[config.mk]
export PLATFORM = sky130hd
export DESIGN_NAME = pipe_register
export DESIGN_NICKNAME = d
export VERILOG_FILES = /design/src/rtl/pipe_register.sv
export SDC_FILE = /design/constraint.sdc
export NUM_CORES = 1
export LEC_CHECK = 0
export CORE_MARGIN = 2
export CORE_UTILIZATION = 35
export DETAILED_ROUTE_END_ITERATION = 8
export SETUP_SLACK_MARGIN = 0.15
export SKIP_CTS_REPAIR_TIMING = 1
export SLEW_MARGIN = 20
export SYNTH_ARGS = -nofsm -noshare
export SYNTH_HDL_FRONTEND = slang
export SYNTH_SLANG_ARGS = --single-unit
[constraint.sdc]
create_clock -name clock -period 1.55 [get_ports clock]
set_input_delay 0.465 -clock clock [delete_from_list [all_inputs] [get_ports clock]]
set_output_delay 0.465 -clock clock [all_outputs]
set_load 0.1 [all_outputs]
[src/rtl/pipe_register.sv]
// pipe_register
//   Multi-stage pipeline register with valid/ready handshakes on both sides,
//   bubble collapsing between stages and a synchronous flush of all valids.
//
// Parameters
//   DATA_WIDTH   width of the data word
//   STAGES       number of register stages (1..16)
//   RESET_VALUE  value loaded into every stage data register on reset
//
// Ports
//   clock      rising-edge clock
//   reset      synchronous, active-high reset (wins over flush/handshakes)
//   flush      synchronous clear of every stage valid bit
//   in_valid   producer has a word on in_data
//   in_ready   block accepts in_data this cycle (combinational from out_ready)
//   in_data    producer word
//   out_valid  last stage holds a valid word
//   out_ready  consumer accepts out_data this cycle
//   out_data   last stage data
//   occupancy  registered count of valid stages
module pipe_register #(
    parameter int                    DATA_WIDTH  = 32,
    parameter int                    STAGES      = 2,
    parameter logic [DATA_WIDTH-1:0] RESET_VALUE = '0
) (
    input  logic                         clock,
    input  logic                         reset,
    input  logic                         flush,
    input  logic                         in_valid,
    output logic                         in_ready,
    input  logic [DATA_WIDTH-1:0]        in_data,
    output logic                         out_valid,
    input  logic                         out_ready,
    output logic [DATA_WIDTH-1:0]        out_data,
    output logic [$clog2(STAGES+1)-1:0]  occupancy
);

    localparam int          OCC_W = $clog2(STAGES + 1);
    localparam int unsigned NS    = STAGES;

    generate
        if (STAGES < 1 || STAGES > 16) begin : g_bad_stages
            $error("pipe_register: STAGES must be in 1..16");
        end
    endgenerate

    logic [STAGES-1:0]     valid;
    logic [DATA_WIDTH-1:0] data [STAGES];
    logic [OCC_W-1:0]      occ;

    logic [STAGES-1:0]     adv;
    logic [STAGES-1:0]     valid_next;
    logic [STAGES-1:0]     load;
    logic [OCC_W-1:0]      occ_next;
    logic                  accept;

    // Advance chain runs from the output back to the input, so an empty stage
    // always accepts even while everything downstream of it is stalled.
    always_comb begin
        adv = '0;
        adv[STAGES-1] = out_ready || !valid[STAGES-1];
        for (int unsigned k = 1; k < NS; k++) begin
            adv[NS-1-k] = adv[NS-k] || !valid[NS-1-k];
        end
    end

    assign in_ready = adv[0] && !flush;
    assign accept   = in_valid && in_ready;

    // Data loads only when a valid word moves in; a bubble clears just the
    // valid bit. Flush suppresses all data movement as well.
    always_comb begin
        valid_next = valid;
        load       = '0;
        if (adv[0]) begin
            valid_next[0] = accept;
            load[0]       = accept;
        end
        for (int unsigned i = 1; i < NS; i++) begin
            if (adv[i]) begin
                valid_next[i] = valid[i-1];
                load[i]       = valid[i-1] && !flush;
            end
        end
        if (flush) begin
            valid_next = '0;
        end
    end

    always_comb begin
        occ_next = '0;
        for (int unsigned i = 0; i < NS; i++) begin
            occ_next = occ_next + OCC_W'(valid_next[i]);
        end
    end

    always_ff @(posedge clock) begin
        if (reset) begin
            valid <= '0;
            occ   <= '0;
            for (int unsigned i = 0; i < NS; i++) begin
                data[i] <= RESET_VALUE;
            end
        end else begin
            valid <= valid_next;
            occ   <= occ_next;
            if (load[0]) begin
                data[0] <= in_data;
            end
            for (int unsigned i = 1; i < NS; i++) begin
                if (load[i]) begin
                    data[i] <= data[i-1];
                end
            end
        end
    end

    assign out_valid = valid[STAGES-1];
    assign out_data  = data[STAGES-1];
    assign occupancy = occ;

endmodule

* Word level (Yosys, flattened, before mapping)
Memory sizes are Yosys's and may differ from the RTL's. Index checks and enable logic that the tools add are counted.
Operators by class: div/mod/pow operators 0, multiply operators 0, muxes and demuxes 15, bitwise logic cells 2, shift-type cells 0, equal/unequal tests 0, reduce and logical (&&, ||, !) cells 8, $add $sub $neg 1, magnitude comparators 0
Operators by type and width (count):
- $mux 32 | 2
- $mux 1 | 12
- $logic_and 1x1->1 | 3
- $logic_not 1->1 | 3
- $add 1x1->2 | 1
- $logic_or 1x1->1 | 2
- $mux 2 | 1
- $or 1x1->1 | 2
Word-level totals: output and inout bits 36, bits in writable memories 64, ROM bits 0, bits of input ports 37, bits in latches 0, word-level logic and storage cells 29, register bits 4, memories kept 1
Memory list:
- data | depth 2, width 32, read ports 2, clocked after memory_dff 0, write ports 2, RTL line 48 | logic [DATA_WIDTH-1:0] data [STAGES];

* Longest topological paths before layout
Gate-level depths: netlist of run 1.
depth after elaboration 10, gate-level depth with buffers 4, depth with buffers taken out 4

* Least setup slack after synthesis of run 1
Ideal clock, no wire load.
path type reg2out, from reg valid[1], to out in_ready, buffers on the path 2, data required time 1.085 ns, stages on the path, launching flop included 5, arrival time 2.538 ns, setup slack -1.453 ns, cells stage by stage dfxtp_1 and3b_1 buf_6 buf_6 nor2_1
Between the ends: cells in the longest elaborated chain, start to end 4
RTL lines:
- start: declaration | RTL line 47 | logic [STAGES-1:0] valid;
- start signal: assignment | RTL line 105 | valid <= valid_next;
- $logic_not 1->1 | RTL line 61 | adv[STAGES-1] = out_ready || !valid[STAGES-1];
- $logic_or 1x1->1 | RTL line 61
- $logic_or 1x1->1 | RTL line 63 | adv[NS-1-k] = adv[NS-k] || !valid[NS-1-k];
- $logic_and 1x1->1 | RTL line 67 | assign in_ready = adv[0] && !flush;
- end: declaration | RTL line 30 | output logic in_ready,
No other way between the ends.

* Worst setup path in the final report of run 1
Ends and elaborated chain as after synthesis.

==> metrics.yaml, run 1 <==
cts:
  tritoncts: "yes"
  cts_buffer_depth: 2
  clkSlewWorstSetupHoldPaths_ps: 80
  clkLatencyLatePin_ps: 350
  cts-root-buf: "clkbuf_8"
  cts.sinks: 68
  cts_buffers: 9
  htree_levels: 3
sta:
  final.min_clock_period_ps: 1650
  clock_skew_ps: 9.96
  setup_violations: 1
  max_slew_margin: 0.706
  fmax_mhz: 605
  fin_ws_ps: -102
  rsz0062_at_grt: "true"
  hold_violations: 0
  slew_viol_final: 0
  min_period_over_period: 1.07
  worst_slew_pin_slew_ps: 441
place:
  port-buffer-count: 72
  place_inst: 370
  dp_hpwl_um: 3900
  gp_congestion: 0.779
critical_path:
  critPathArrivalTime_ps: 1190
  reg2reg_slack_ps: 120
  slowest_stage: "dfxtp_4"
  r2r_cells: 6
  critical_path.top_delay_family: "flip-flops"
  crit_type: "register to output port"
  path_cells: "and3b_4 > nor2_4 > buf_12"
  crit_path_max_incr_delay_ps: 350
  crit_path_end_kind: "output port"
  r2r-end: "occupancy[0]"
  cp_num_buf_inv: 1
  critPathMaxFanout: 3
  critPathRequiredTime_ps: 1080
  start_kind: "register"
  r2r_start: "valid[0]"
run_status:
  outcome: "complete, but fails checks"
  violations: "negative setup slack"
hold_path:
  holdCritStartpoint: "flush"
  holdPathEnd: "valid[1]"
  whs_path_depth: 3
  min_path_type: "input port to register"
floorplanning:
  chipHeight_um: 103
  dieWidth_um: 103
  io_pins: 73
  fp-row-count: 36
  fp.coreArea_sq_um: 9640
  start_util: 0.356
  die_area_sq_um: 10600
yosys:
  syn-num-nets: 240
  ys_ff_latch: 68
  synth.distinct_cells: 20
  synthFlopType: "edfxtp_1"
  yosysTopAreaCellShare: 0.560
  yosys-top-cells-area: "edfxtp_1 (56%), nor4b_2 (20%), buf_4 (7.0%)"
  yosys.area.top_type: "edfxtp_1"
  syn_area_sq_um: 3430
  synthCells: 202
  yosysSeqAreaShare: 0.583
  syn_area_per_cell_sq_um: 17.0
  yosysWarnings: 0
  synth_edf_count: 64
  postSynth.asyncResetShare: 0
routing:
  first_pass_iters: 4
  vias: 1968
  wl_per_cell_um: 18.1
  routed_wl_um: 7250
  drc: 0
  via_per_inst: 4.91
  drt_iter0_markers: 71
  ant_nets: 0
power_and_ir_drop:
  peakVddDrop_mv: 0.413
  p_leak_nw: 1.73
  totalPowerFinal_mw: 4.68
  cellPowerDensity_nw_per_um2: 922
grt:
  grt_pass1_vias: 1854
  grt_pass1_wl_um: 9630
  antenna_found_initial: 0
  grt_start_max_net_pins: 33
  grt_use_total: 0.125
  grt_overflow: 0
finish:
  synthToLayoutAreaGrowth_pct: 47.8
  fillers: 804
  multi_input_area_sq_um: 1290
  fin_cells: 401
  regArea_sq_um: 2010
  drive_gt1_frac: 0.575
  antenna_cells: 0
  nNetsFinal: 301
job:
  maxCapViolations: 0
per-layer routing:
metal / wire length, um / track usage / up-vias
li1: - / - / 904
met1: 3270 / 0.162 / 1004
met2: 3480 / 0.183 / 52
met3: 380 / 0.0441 / 8
met4: 126 / 0.0638 / 0
met5: 0 / 0 / -
cells in the final DEF (no fill, tap or decap), drive strengths merged:
cell           netlist  routed
a31o                 2       7
edfxtp              64      64
clkdlybuf4s50        0      32
nand3b               1       1
inv                  3       4
or2                  1       1
and3b                1       1
dfxtp                4       4
bufinv               0       1
clkbuf               0      12
a211oi               1       1
buf                 52      60
nand2b               1       1
nor2                 2       2
ha                   1       1
clkinv               0       3
clkinvlp             0       2
nor2b                2       2
nor4b               64      64
a21oi                3       3
dlymetal6s2s         0       2
state kept, by name (all words and copies together) (netlist names):
| signal | count |
|---|---|
| valid | 2 |
| occupancy | 2 |
| data | 64 |
worst max-delay path by stage:
stage | cells past startpoint | slack, ps | startpoint | endpoint
6_report | 3 | -100 | valid[1] | in_ready
3_3_place_gp | 4 | -450 | out_ready | data[0][59]
5_1_grt | 3 | -150 | valid[1] | in_ready
4_1_cts | 4 | -440 | out_ready | in_ready
2_1_floorplan | 4 | -350 | valid[1] | in_ready
3_5_place_dp | 4 | -510 | out_ready | data[0][54]
cells by family after synthesis:
group	Yosys count	synth area share
adder cells (fa/ha/maj)	1	0.00364
AND/OR/NAND/NOR	72	0.278
flip-flops	68	0.583
buffers and inverters	55	0.124
AO/OA/AOI/OAI	6	0.0117
per-stage QoR:
step / TNS, ps / cell area [sq um] / hold WS (ps) / worst slack (ps) / utilization
final: -102 / 5070 / 488 / -102 / 0.526
after global routing: -147 / 5070 / 493 / -147 / 0.526
after CTS: -10870 / 4710 / 568 / -439 / 0.488
after detailed placement: -58180 / 4510 / 557 / -506 / 0.468
after global placement: -55280 / 4510 / 548 / -449 / 0.468
after floorplan: -350 / 3460 / 491 / -350 / -
worst reg2reg max path: cells and delay by family, from the launching register on:
kind,cells,cell delay (ps)
AOI/OAI and AO/OA,1,140
adders and majority gates,1,230
buffers and inverters,2,330
DFF,1,350
and+or+nand+nor,2,270
area by class of cell:
type,count,share of cell area
Sequential cell,68,0.396
Clock inverter,7,0.0150
Multi-Input combinational cell,84,0.254
Inverter,3,0.00222
Tap cell,133,0.0328
Clock buffer,9,0.0244
Timing Repair Buffer,97,0.275
report_power, final:
group | leakage [nW] | internal [mW] | switching (mW)
clock | 0.0958 | 0.750 | 0.728
combinational | 0.922 | 0.432 | 0.595
sequential | 0.709 | 2.12 | 0.0524
cells in the mapped netlist, types with 2 or more instances:
| library cell | number |
|---|---|
| edfxtp_1 | 64 |
| nor4b_2 | 45 |
| buf_4 | 32 |
| nor4b_1 | 15 |
| buf_6 | 12 |
| buf_2 | 8 |
| dfxtp_1 | 4 |
| nor4b_4 | 4 |
| a21oi_1 | 3 |
| inv_1 | 3 |
| a31o_2 | 2 |
| nor2b_1 | 2 |
Note: power is estimated with default switching activity, not from simulation.
==> inputs of run 2 (changes only) <==
Settings changed: CORE_MARGIN 2 to default.
Clock period 1.55 ns to 1.5 ns, I/O delays scaled along.
==> metrics.yaml, run 2 (same netlist as run 1, synthesis figures left out) <==
cts:
  cts.sinks: 68  # unchanged
  htree_levels: 3  # unchanged
  clkSlewWorstSetupHoldPaths_ps: 80  # about the same
  tritoncts: "yes"
  cts_buffers: 9  # unchanged
  cts_buffer_depth: 2  # unchanged
  cts-root-buf: "clkbuf_8"
  clkLatencyLatePin_ps: 340  # about the same
grt:
  grt_overflow: 0  # unchanged
  grt_pass1_vias: 1877  # +1.2%
  antenna_found_initial: 0  # unchanged
  grt_pass1_wl_um: 9880  # +2.6%
  grt_start_max_net_pins: 33  # unchanged
  grt_use_total: 0.129  # +0.00468
power_and_ir_drop:
  cellPowerDensity_nw_per_um2: 859  # -6.8%
  p_leak_nw: 2.01  # +16%
  peakVddDrop_mv: 0.534  # +29%
finish:
  largest_reg_flops: 64  # unchanged
  fillers: 708  # -12%
  drive_gt1_frac: 0.615  # +0.0408
  regMostFlops: "data"
  layout_commonest_cell: "edfxtp_1"
  final_cell_mix: "edfxtp_1 (64), nor4b_4 (55), buf_12 (49), clkdlybuf4s50_1 (32), buf_4 (17)"
  synthToLayoutAreaGrowth_pct: 67.7
  nNetsFinal: 319  # +6.0%
  antenna_cells: 0  # unchanged
  fin_cells: 415  # +3.5%
place:
  pre_cts_ws_ps: -473  # +33.0 ps
  dp_hpwl_um: 3910  # +0.18%
  place_inst: 372  # +0.54%
  gp_congestion: 0.747  # -4.2%
  port-buffer-count: 72  # unchanged
routing:
  vias: 2023  # +2.8%
  ant_nets: 0  # unchanged
  via_per_inst: 4.87  # -0.67%
  drc: 0  # unchanged
  routed_wl_um: 7720  # +6.5%
  wl_per_cell_um: 18.6  # +2.9%
  drt_iter0_markers: 66  # -7.0%
  first_pass_iters: 4  # unchanged
run_status:
  violations: "negative setup slack"
  outcome: "complete, but fails checks"
job:
  maxCapViolations: 0  # unchanged
floorplanning:
  fp.coreArea_sq_um: 9370  # -2.8%
  fp-row-count: 35  # -2.8%
  dieWidth_um: 101  # -1.9%
  chipHeight_um: 101  # -1.9%
  io_pins: 73  # unchanged
  start_util: 0.366  # +0.0102
  die_area_sq_um: 10200  # -3.8%
critical_path:
  critPathMaxFanout: 3  # unchanged
  critPathArrivalTime_ps: 1180  # about the same
  critPathRequiredTime_ps: 1050  # -30 ps
  crit_type: "register to output port"
  crit_path_end_kind: "output port"
  start_kind: "register"
  reg2reg_slack_ps: 70  # -50 ps
sta:
  max_slew_margin: 0.786  # +0.0798
  setup_violations: 2  # +1
  clock_skew_ps: 12.4  # +2.42 ps
  fmax_mhz: 615
  worst_slew_pin_slew_ps: 321  # -120 ps
  min_period_over_period: 1.08
  slew_viol_final: 0  # unchanged
  fin_ws_ps: -125  # -23.4 ps
  hold_violations: 0  # unchanged
  rsz0062_at_grt: "true"
  final.min_clock_period_ps: 1630
hold_path:
  min_path_type: "input port to register"
## run 2: cell count changes in the layout (fill, tap and decap cells not counted), sizes merged
cell / change
clkinvlp: +1
clkbuf: +6
clkinv: -1
a31o: -2
buf: +15
inv: -1
## run 2: per-layer routing
| metal | up-vias | GRT usage | share of wire |
|---|---|---|---|
| li1 | 933 | - | - |
| met3 | 4 | 0.0492 | 0.054 |
| met2 | 56 | 0.201 | 0.50 |
| met5 | - | 0 | 0 |
| met1 | 1030 | 0.163 | 0.44 |
| met4 | 0 | 0.0468 | 0.0075 |
## run 2: cell type report
| type | count | area [sq um] | area share |
|---|---|---|---|
| sequential | 68 | 2010 | 0.349 |
| tap | 129 | 161 | 0.0280 |
| timing repair buffer | 117 | 1740 | 0.302 |
| inverter | 3 | 11.3 | 0.00195 |
| multi-input combinational | 82 | 1650 | 0.286 |
| clock buffer | 10 | 128 | 0.0222 |
| clock inverter | 6 | 65.1 | 0.0113 |
## run 2: stage by stage
step,instance area [sq um],total power [mW],utilization,hold WS [ps],TNS [ps]
6_report,5760,4.95,0.615,485,-160
5_1_grt,5760,5.12,0.615,502,-260
4_1_cts,4790,4.77,0.511,494,-9280
3_5_place_dp,4600,3.28,0.491,497,-56140
3_3_place_gp,4600,3.27,0.491,485,-53650
2_1_floorplan,3470,2.91,-,491,-379
## run 2: final timing paths
kind         cells past startpoint     endpoint  startpoint
max                              3     in_ready    valid[1]
min                              3     valid[1]       flush
max reg2reg                      5  data[0][35]    valid[1]
min reg2reg                      2     valid[1]    valid[0]
## run 2: worst max-delay path, stage by stage (launching register included)
cell	delay (ps)
dfxtp_4	350
and3b_4	190
nor2_4	110
buf_12	180
## run 2: report_power, final
group | total [mW] | leakage, nW | switching (mW) | internal [mW]
Sequential | 2.25 | 0.708 | 0.0603 | 2.19
Combinational | 1.21 | 1.21 | 0.672 | 0.541
Clock | 1.48 | 0.0862 | 0.718 | 0.765
